===== src/rtl/mips_pkg.sv =====
// Shared definitions for the MIPS core: widths, NOP encoding, opcode constants
// and the fetch-stage state type.
package mips_pkg;

    localparam int DEFAULT_ADDR_W = 32;

    localparam logic [31:0] NOP_INSTR = 32'h0000_0000;

    localparam logic [5:0] OP_RTYPE = 6'h00;
    localparam logic [5:0] OP_LW    = 6'h23;
    localparam logic [5:0] OP_SW    = 6'h2B;
    localparam logic [5:0] OP_BEQ   = 6'h04;
    localparam logic [5:0] OP_ADDI  = 6'h08;

    typedef enum logic [1:0] {
        IDLE  = 2'd0,
        FETCH = 2'd1,
        HOLD  = 2'd2,
        DRAIN = 2'd3
    } if_state_t;

    function automatic logic [5:0] getOpcode(input logic [31:0] instr);
        return instr[31:26];
    endfunction

endpackage


===== src/rtl/if_stage_if.sv =====
// Instruction-memory read port: one outstanding req/ack transaction at a time.
interface if_stage_if #(
    parameter int ADDR_W = 32
) ();

    logic              req;
    logic [ADDR_W-1:0] addr;
    logic              ack;
    logic [31:0]       rdata;

    modport master (
        output req,
        output addr,
        input  ack,
        input  rdata
    );

    modport slave (
        input  req,
        input  addr,
        output ack,
        output rdata
    );

endinterface


===== src/rtl/if_id_reg.sv =====
// IF/ID pipeline register. Load takes priority over bubble; with neither asserted
// the register holds its contents. A bubble leaves pcPlus4 untouched.
module if_id_reg
    import mips_pkg::*;
#(
    parameter int ADDR_W = DEFAULT_ADDR_W
) (
    input  logic              clk,
    input  logic              rst_n,
    input  logic              load,
    input  logic              bubble,
    input  logic [31:0]       instrIn,
    input  logic [ADDR_W-1:0] pcPlus4In,
    output logic              valid,
    output logic [31:0]       instr,
    output logic [5:0]        opcode,
    output logic [ADDR_W-1:0] pcPlus4
);

    always_ff @(posedge clk) begin
        if (!rst_n) begin
            valid   <= 1'b0;
            instr   <= NOP_INSTR;
            pcPlus4 <= '0;
        end else if (load) begin
            valid   <= 1'b1;
            instr   <= instrIn;
            pcPlus4 <= pcPlus4In;
        end else if (bubble) begin
            valid   <= 1'b0;
            instr   <= NOP_INSTR;
        end
    end

    assign opcode = getOpcode(instr);

endmodule


===== src/rtl/if_stage.sv =====
// Instruction-fetch stage: owns the PC, issues one-outstanding reads to instruction
// memory and feeds the IF/ID register, handling decode stalls and branch redirects.
module if_stage
    import mips_pkg::*;
#(
    parameter int                ADDR_W   = DEFAULT_ADDR_W,
    parameter logic [ADDR_W-1:0] RESET_PC = '0
) (
    input  logic              clk,
    input  logic              rst_n,
    if_stage_if.master        imem,
    input  logic              stall,
    input  logic              pc_src,
    input  logic [ADDR_W-1:0] branch_target,
    output logic              ifid_valid,
    output logic [31:0]       ifid_instr,
    output logic [5:0]        ifid_opcode,
    output logic [ADDR_W-1:0] ifid_pc_plus4
);

    if_state_t         state;
    if_state_t         nextState;
    logic [ADDR_W-1:0] pc;
    logic [ADDR_W-1:0] pcNext;
    logic [ADDR_W-1:0] pcPlus4;
    logic [ADDR_W-1:0] target;
    logic [ADDR_W-1:0] pendTarget;
    logic [31:0]       skidBuf;
    logic              reqOut;
    logic              ifLoad;
    logic              ifBubble;
    logic [31:0]       ifInstr;
    logic              bufLoad;
    logic              pendLoad;

    assign pcPlus4 = pc + ADDR_W'(4);
    assign target  = branch_target & ~ADDR_W'(3);

    always_ff @(posedge clk) begin
        if (!rst_n) begin
            state <= IDLE;
        end else begin
            state <= nextState;
        end
    end

    always_comb begin
        nextState = state;
        unique case (state)
            IDLE:  nextState = FETCH;
            FETCH: begin
                if (imem.ack && !pc_src && stall) begin
                    nextState = HOLD;
                end else if (!imem.ack && pc_src) begin
                    nextState = DRAIN;
                end
            end
            HOLD: begin
                if (pc_src || !stall) begin
                    nextState = FETCH;
                end
            end
            DRAIN: begin
                if (imem.ack) begin
                    nextState = FETCH;
                end
            end
            default: nextState = IDLE;
        endcase
    end

    // A redirect always wins over a stall; in DRAIN the newest target is the one used.
    always_comb begin
        reqOut   = 1'b0;
        ifLoad   = 1'b0;
        ifBubble = 1'b0;
        ifInstr  = imem.rdata;
        pcNext   = pc;
        bufLoad  = 1'b0;
        pendLoad = 1'b0;
        unique case (state)
            IDLE: begin
            end
            FETCH: begin
                reqOut = 1'b1;
                if (imem.ack) begin
                    if (pc_src) begin
                        pcNext   = target;
                        ifBubble = 1'b1;
                    end else if (!stall) begin
                        ifLoad = 1'b1;
                        pcNext = pcPlus4;
                    end else begin
                        bufLoad = 1'b1;
                    end
                end else if (pc_src) begin
                    pendLoad = 1'b1;
                    ifBubble = 1'b1;
                end else if (!stall) begin
                    ifBubble = 1'b1;
                end
            end
            HOLD: begin
                if (pc_src) begin
                    pcNext   = target;
                    ifBubble = 1'b1;
                end else if (!stall) begin
                    ifLoad  = 1'b1;
                    ifInstr = skidBuf;
                    pcNext  = pcPlus4;
                end
            end
            DRAIN: begin
                reqOut   = 1'b1;
                ifBubble = 1'b1;
                pendLoad = pc_src;
                if (imem.ack) begin
                    pcNext = pc_src ? target : pendTarget;
                end
            end
            default: begin
            end
        endcase
    end

    always_ff @(posedge clk) begin
        if (!rst_n) begin
            pc         <= RESET_PC;
            skidBuf    <= NOP_INSTR;
            pendTarget <= RESET_PC;
        end else begin
            pc <= pcNext;
            if (bufLoad) begin
                skidBuf <= imem.rdata;
            end
            if (pendLoad) begin
                pendTarget <= target;
            end
        end
    end

    assign imem.req  = reqOut;
    assign imem.addr = pc;

    if_id_reg #(
        .ADDR_W (ADDR_W)
    ) ifIdReg (
        .clk       (clk),
        .rst_n     (rst_n),
        .load      (ifLoad),
        .bubble    (ifBubble),
        .instrIn   (ifInstr),
        .pcPlus4In (pcPlus4),
        .valid     (ifid_valid),
        .instr     (ifid_instr),
        .opcode    (ifid_opcode),
        .pcPlus4   (ifid_pc_plus4)
    );

endmodule


===== src/flat_wrapper.sv =====
// flat-port wrapper written by rule: the top's interface ports become plain ports
module if_stage_flat import mips_pkg::*;
#(
    parameter int                ADDR_W   = DEFAULT_ADDR_W,
    parameter logic [ADDR_W-1:0] RESET_PC = '0
)
  (clk, rst_n, stall, pc_src, branch_target, ifid_valid, ifid_instr, ifid_opcode, ifid_pc_plus4, imem_req, imem_addr, imem_ack, imem_rdata);
  if_stage_if #(.ADDR_W(ADDR_W)) imem_i ();
  input  logic clk;
  input  logic rst_n;
  input  logic stall;
  input  logic pc_src;
  input  logic [ADDR_W-1:0] branch_target;
  output logic ifid_valid;
  output logic [31:0] ifid_instr;
  output logic [5:0] ifid_opcode;
  output logic [ADDR_W-1:0] ifid_pc_plus4;
  output wire logic [$bits(imem_i.req)-1:0] imem_req;
  output wire logic [$bits(imem_i.addr)-1:0] imem_addr;
  input wire logic [$bits(imem_i.ack)-1:0] imem_ack;
  input wire logic [$bits(imem_i.rdata)-1:0] imem_rdata;
  assign imem_req = imem_i.req;
  assign imem_addr = imem_i.addr;
  assign imem_i.ack = imem_ack;
  assign imem_i.rdata = imem_rdata;
  if_stage #(.ADDR_W(ADDR_W), .RESET_PC(RESET_PC)) u_core (.clk(clk), .rst_n(rst_n), .imem(imem_i), .stall(stall), .pc_src(pc_src), .branch_target(branch_target), .ifid_valid(ifid_valid), .ifid_instr(ifid_instr), .ifid_opcode(ifid_opcode), .ifid_pc_plus4(ifid_pc_plus4));
endmodule

===== config.mk =====
export PLATFORM = sky130hd
export DESIGN_NAME = if_stage_flat
export DESIGN_NICKNAME = d
export VERILOG_FILES = /design/src/rtl/mips_pkg.sv /design/src/rtl/if_stage_if.sv /design/src/rtl/if_id_reg.sv /design/src/rtl/if_stage.sv /design/src/flat_wrapper.sv
export SDC_FILE = /design/constraint.sdc
export NUM_CORES = 1
export LEC_CHECK = 0
export BUFFER_PORTS_ARGS = -buffer_cell sky130_fd_sc_hd__buf_2
export CORE_UTILIZATION = 48
export DETAILED_ROUTE_END_ITERATION = 12
export HOLD_SLACK_MARGIN = 0.02
export PLACE_DENSITY = 0.75
export SETUP_SLACK_MARGIN = 0.2
export SLEW_MARGIN = 40
export SYNTH_ARGS = -nofsm -noshare
export SYNTH_HDL_FRONTEND = slang
export SYNTH_SLANG_ARGS = --single-unit

===== constraint.sdc =====
create_clock -name clk -period 2 [get_ports clk]
set_input_delay 0.4 -clock clk [delete_from_list [all_inputs] [get_ports clk]]
set_output_delay 0.4 -clock clk [all_outputs]
set_load 0.05 [all_outputs]

==> results by group <==
Route
  • Drt wl/cell: 20.16 µm
  • Drt drc: 0
  • Initial DRC Count: 794
  • Number of vias per cell: 6.001
  • Total routed wirelength: 26.75 mm
  • Post-route ant nets: 0
  • Via count: 7,963
  • DRT Pass-1 Iters: 5

Cells and area
  • Area grow syn2layout: 47.61%
  • Nets: 1,200
  • N_diodes: 0
  • # fillers: 1,075
  • Share of cells above drive strength 1: 0.4478
  • Area of the multi-input gates: 4700 µm²
  • Area occupied by registers: 3233 µm²
  • Final Core Density: 0.7272

Timing
  • Hold slack: 195.2 ps
  • Final clock period utilization by the worst path: 0.9905
  • Highest Clock Rate: 504.8 MHz
  • Crit path time final: 1981 ps
  • Final setup vio count: 0
  • Rel. slew slack: 0.6137
  • Worst-Margin Slew: 574.2 ps
  • Slew Viols, Final: 0
  • RSZ-0062 raised after global routing: yes
  • Setup Skew: 13.62 ps
  • Final hold viol count: 0
  • Setup tns final: 0 ps

Global routing
  • Largest net degree at the start of global routing: 91
  • Global Route Usage Sum: 0.2804
  • First-pass GRT wire length: 35.40 mm
  • Initial antenna violation count: 0
  • Number of global-route vias before repair: 6,742
  • Congestion Overflow GR: 0

Pwr
  • Combinational fraction of design power: 0.230
  • Power Internal: 5.844 mW
  • Leakage power: 4.543 nW
  • Psw: 2.962 mW
  • Peak VDD IR: 0.6916 mV
  • Clk network pwr share: 0.376
  • Sequential power share: 0.394
  • Cell Pwr Density: 796.5 nW/µm²
  • Sw Ratio: 0.3363

Clock tree
  • Worst-path clk slew: 70 ps
  • Cts bufs inserted: 17
  • Clock tree sinks: 157
  • H-tree depth: 4
  • CTS Hold Buffers Added: 0
  • Clock Latency Late Sink: 450 ps
  • CTS max path bufs: 2
  • Clock root cell: clkbuf_16
  • CTS tree: built

Synthesis
  • Simple-gate share of the synthesized area: 0.2011
  • Synth Instances: 908
  • Synth unique cells: 63
  • Post-synth top area cell: dfxtp_1
  • Syn avg cell area: 8.249 µm²
  • Largest cells by area after synthesis: dfxtp_1, nand2_1, a21oi_1, mux2_2, nor2_1
  • Mux contribution to synthesized area: 0.06549
  • EDFF count, synth: 0
  • Post-synth top cells: nand2_1, dfxtp_1, a21oi_1
  • Adder-cell area share of the yosys netlist: 0.008353
  • Post-Synth XOR/XNOR Area: 0.03157
  • Combinational family with the most area after synthesis: compound AO/OA/AOI/OAI gates
  • Top cell type's share of synthesized area: 0.4196
  • Yosys warning count: 0
  • Compound-Gate Fraction of Synth Area: 0.2180
  • Seq cells post-synth: 157
  • Register area share after synthesis: 0.4196
  • Top-count cell post-synth: nand2_1
  • Synthesized area: 7490 µm²
  • Share of flip-flops with an asynchronous set or reset: 0
  • Post-synth top flop: dfxtp_1

Setup path
  • Crit path kind: reg2reg
  • Arrival @ worst endpoint: 2310 ps
  • Startpoint Class: flip-flop
  • CP max FO: 5
  • Critical Path End Type: flip-flop
  • WP data required: 2330 ps

Floorplanning
  • FP Rows: 45
  • Die area: 16,110 µm²
  • Core ar.: 15,200 µm²
  • Starting Density: 0.4927
  • Chip height: 126.9 µm
  • IO Pins: 173
  • Die X: 126.9 µm

Place
  • # port buffers: 166
  • DP Wirelength: 14.60 mm
  • Routability cong.: 0.9198

Run status
  • Status: completed

Hold path
  • Worst min path class: in2reg

Run
  • Max-cap viol count: 0
==> cells in the final DEF, fill, tap and decap left out, drive strengths merged, types with 11 or more instances in the layout <==
master / count
o21ai: 46
nand2: 160
nand3: 20
nor2: 69
a211oi: 16
a21oi: 112
inv: 21
mux2i: 13
buf: 269
clkbuf: 28
dfxtp: 157
o21a: 11
mux2: 32
nor4: 12
xnor2: 19
a22oi: 32
nor3: 14
==> final timing paths <==
path / from / endpoint / slack, ps / depth (start not counted)
max: u_core.imem.addr[3]$_SDFFE_PN0P_ / u_core.imem.addr[13]$_SDFFE_PN0P_ / 20 / 6
min: imem_rdata[6] / u_core.skidBuf[6]$_SDFFE_PN0P_ / 200 / 3
max reg2reg: u_core.imem.addr[3]$_SDFFE_PN0P_ / u_core.imem.addr[13]$_SDFFE_PN0P_ / 20 / 6
min reg2reg: u_core.pendTarget[18]$_SDFFE_PN0P_ / u_core.pendTarget[18]$_SDFFE_PN0P_ / 450 / 2
==> power groups by stage <==
| stage | Sequential (mW) | Clock (mW) | Combinational, mW |
|---|---|---|---|
| global placement | 3.51 | 0 | 1.59 |
| finish | 3.47 | 3.31 | 2.03 |
| floorplan | 3.84 | 0 | 0.719 |
| detailed placement | 3.52 | 0 | 1.60 |
| global route | 3.48 | 3.48 | 2.13 |
| CTS | 3.45 | 3.32 | 1.71 |
==> registers in the layout, indices dropped and copies added (netlist names) <==
name                    flops
u_core.ifIdReg.instr       32
u_core.skidBuf             32
u_core.ifIdReg.pcPlus4     30
u_core.imem.addr           30
u_core.pendTarget          30
u_core.state                2
u_core.ifIdReg.valid        1
==> routing by layer <==
metal | routed length, µm | part of all wire | GRT usage
met2 | 12710 | 0.48 | 0.4305
met3 | 2171 | 0.081 | 0.05230
met5 | 0 | 0 | 0
met4 | 1013 | 0.038 | 0.1289
met1 | 10860 | 0.41 | 0.3815
==> worst max-delay path: stages (launching register included) <==
cell and delay, ps:
dfxtp_4 360, buf_4 130, nand4_1 250, nor4_1 520, nand3_1 200, a221oi_1 330
nor3_1 80
==> what timing repair did <==
| item | CTS | global route |
|---|---|---|
| cloned | 4 | 15 |
| resized for setup | 36 | 157 |
| pin swaps | 6 | 54 |
| setup endpoints to repair | 67 | 81 |
| setup buffers | 9 | 29 |
==> layout make-up <==
class	instances	share of cell area
Timing Repair Buffer	280	0.2021
Inverter	12	0.005093
Clock buffer	17	0.03848
Multi-Input combinational cell	658	0.4251
Clock inverter	15	0.01550
Sequential cell	157	0.2924
Tap cell	188	0.02128
==> cell families (layout without fill, tap and decap cells) <==
group	Yosys count	after routing
AO/OA/AOI/OAI	260	261
buffers and inverters	97	324
flip-flops	157	157
adder cells (fa/ha/maj)	5	5
multiplexers	45	45
XOR/XNOR	27	27
AND/OR/NAND/NOR	316	316
other	1	4
==> metrics by stage <==
| step | power, mW | setup slack (ps) | cells | cell area (µm²) |
|---|---|---|---|---|
| floorplan | 4.559 | 8.415 | 911 | 7711 |
| global placement | 5.095 | 78.96 | 1238 | 9000 |
| detailed placement | 5.119 | -22.77 | 1238 | 9000 |
| CTS | 8.472 | 117.5 | 1283 | 9913 |
| global route | 9.086 | -129.4 | 1327 | 11060 |
| finish | 8.806 | 19.06 | 1327 | 11060 |
(Power assumes the default switching activity.)
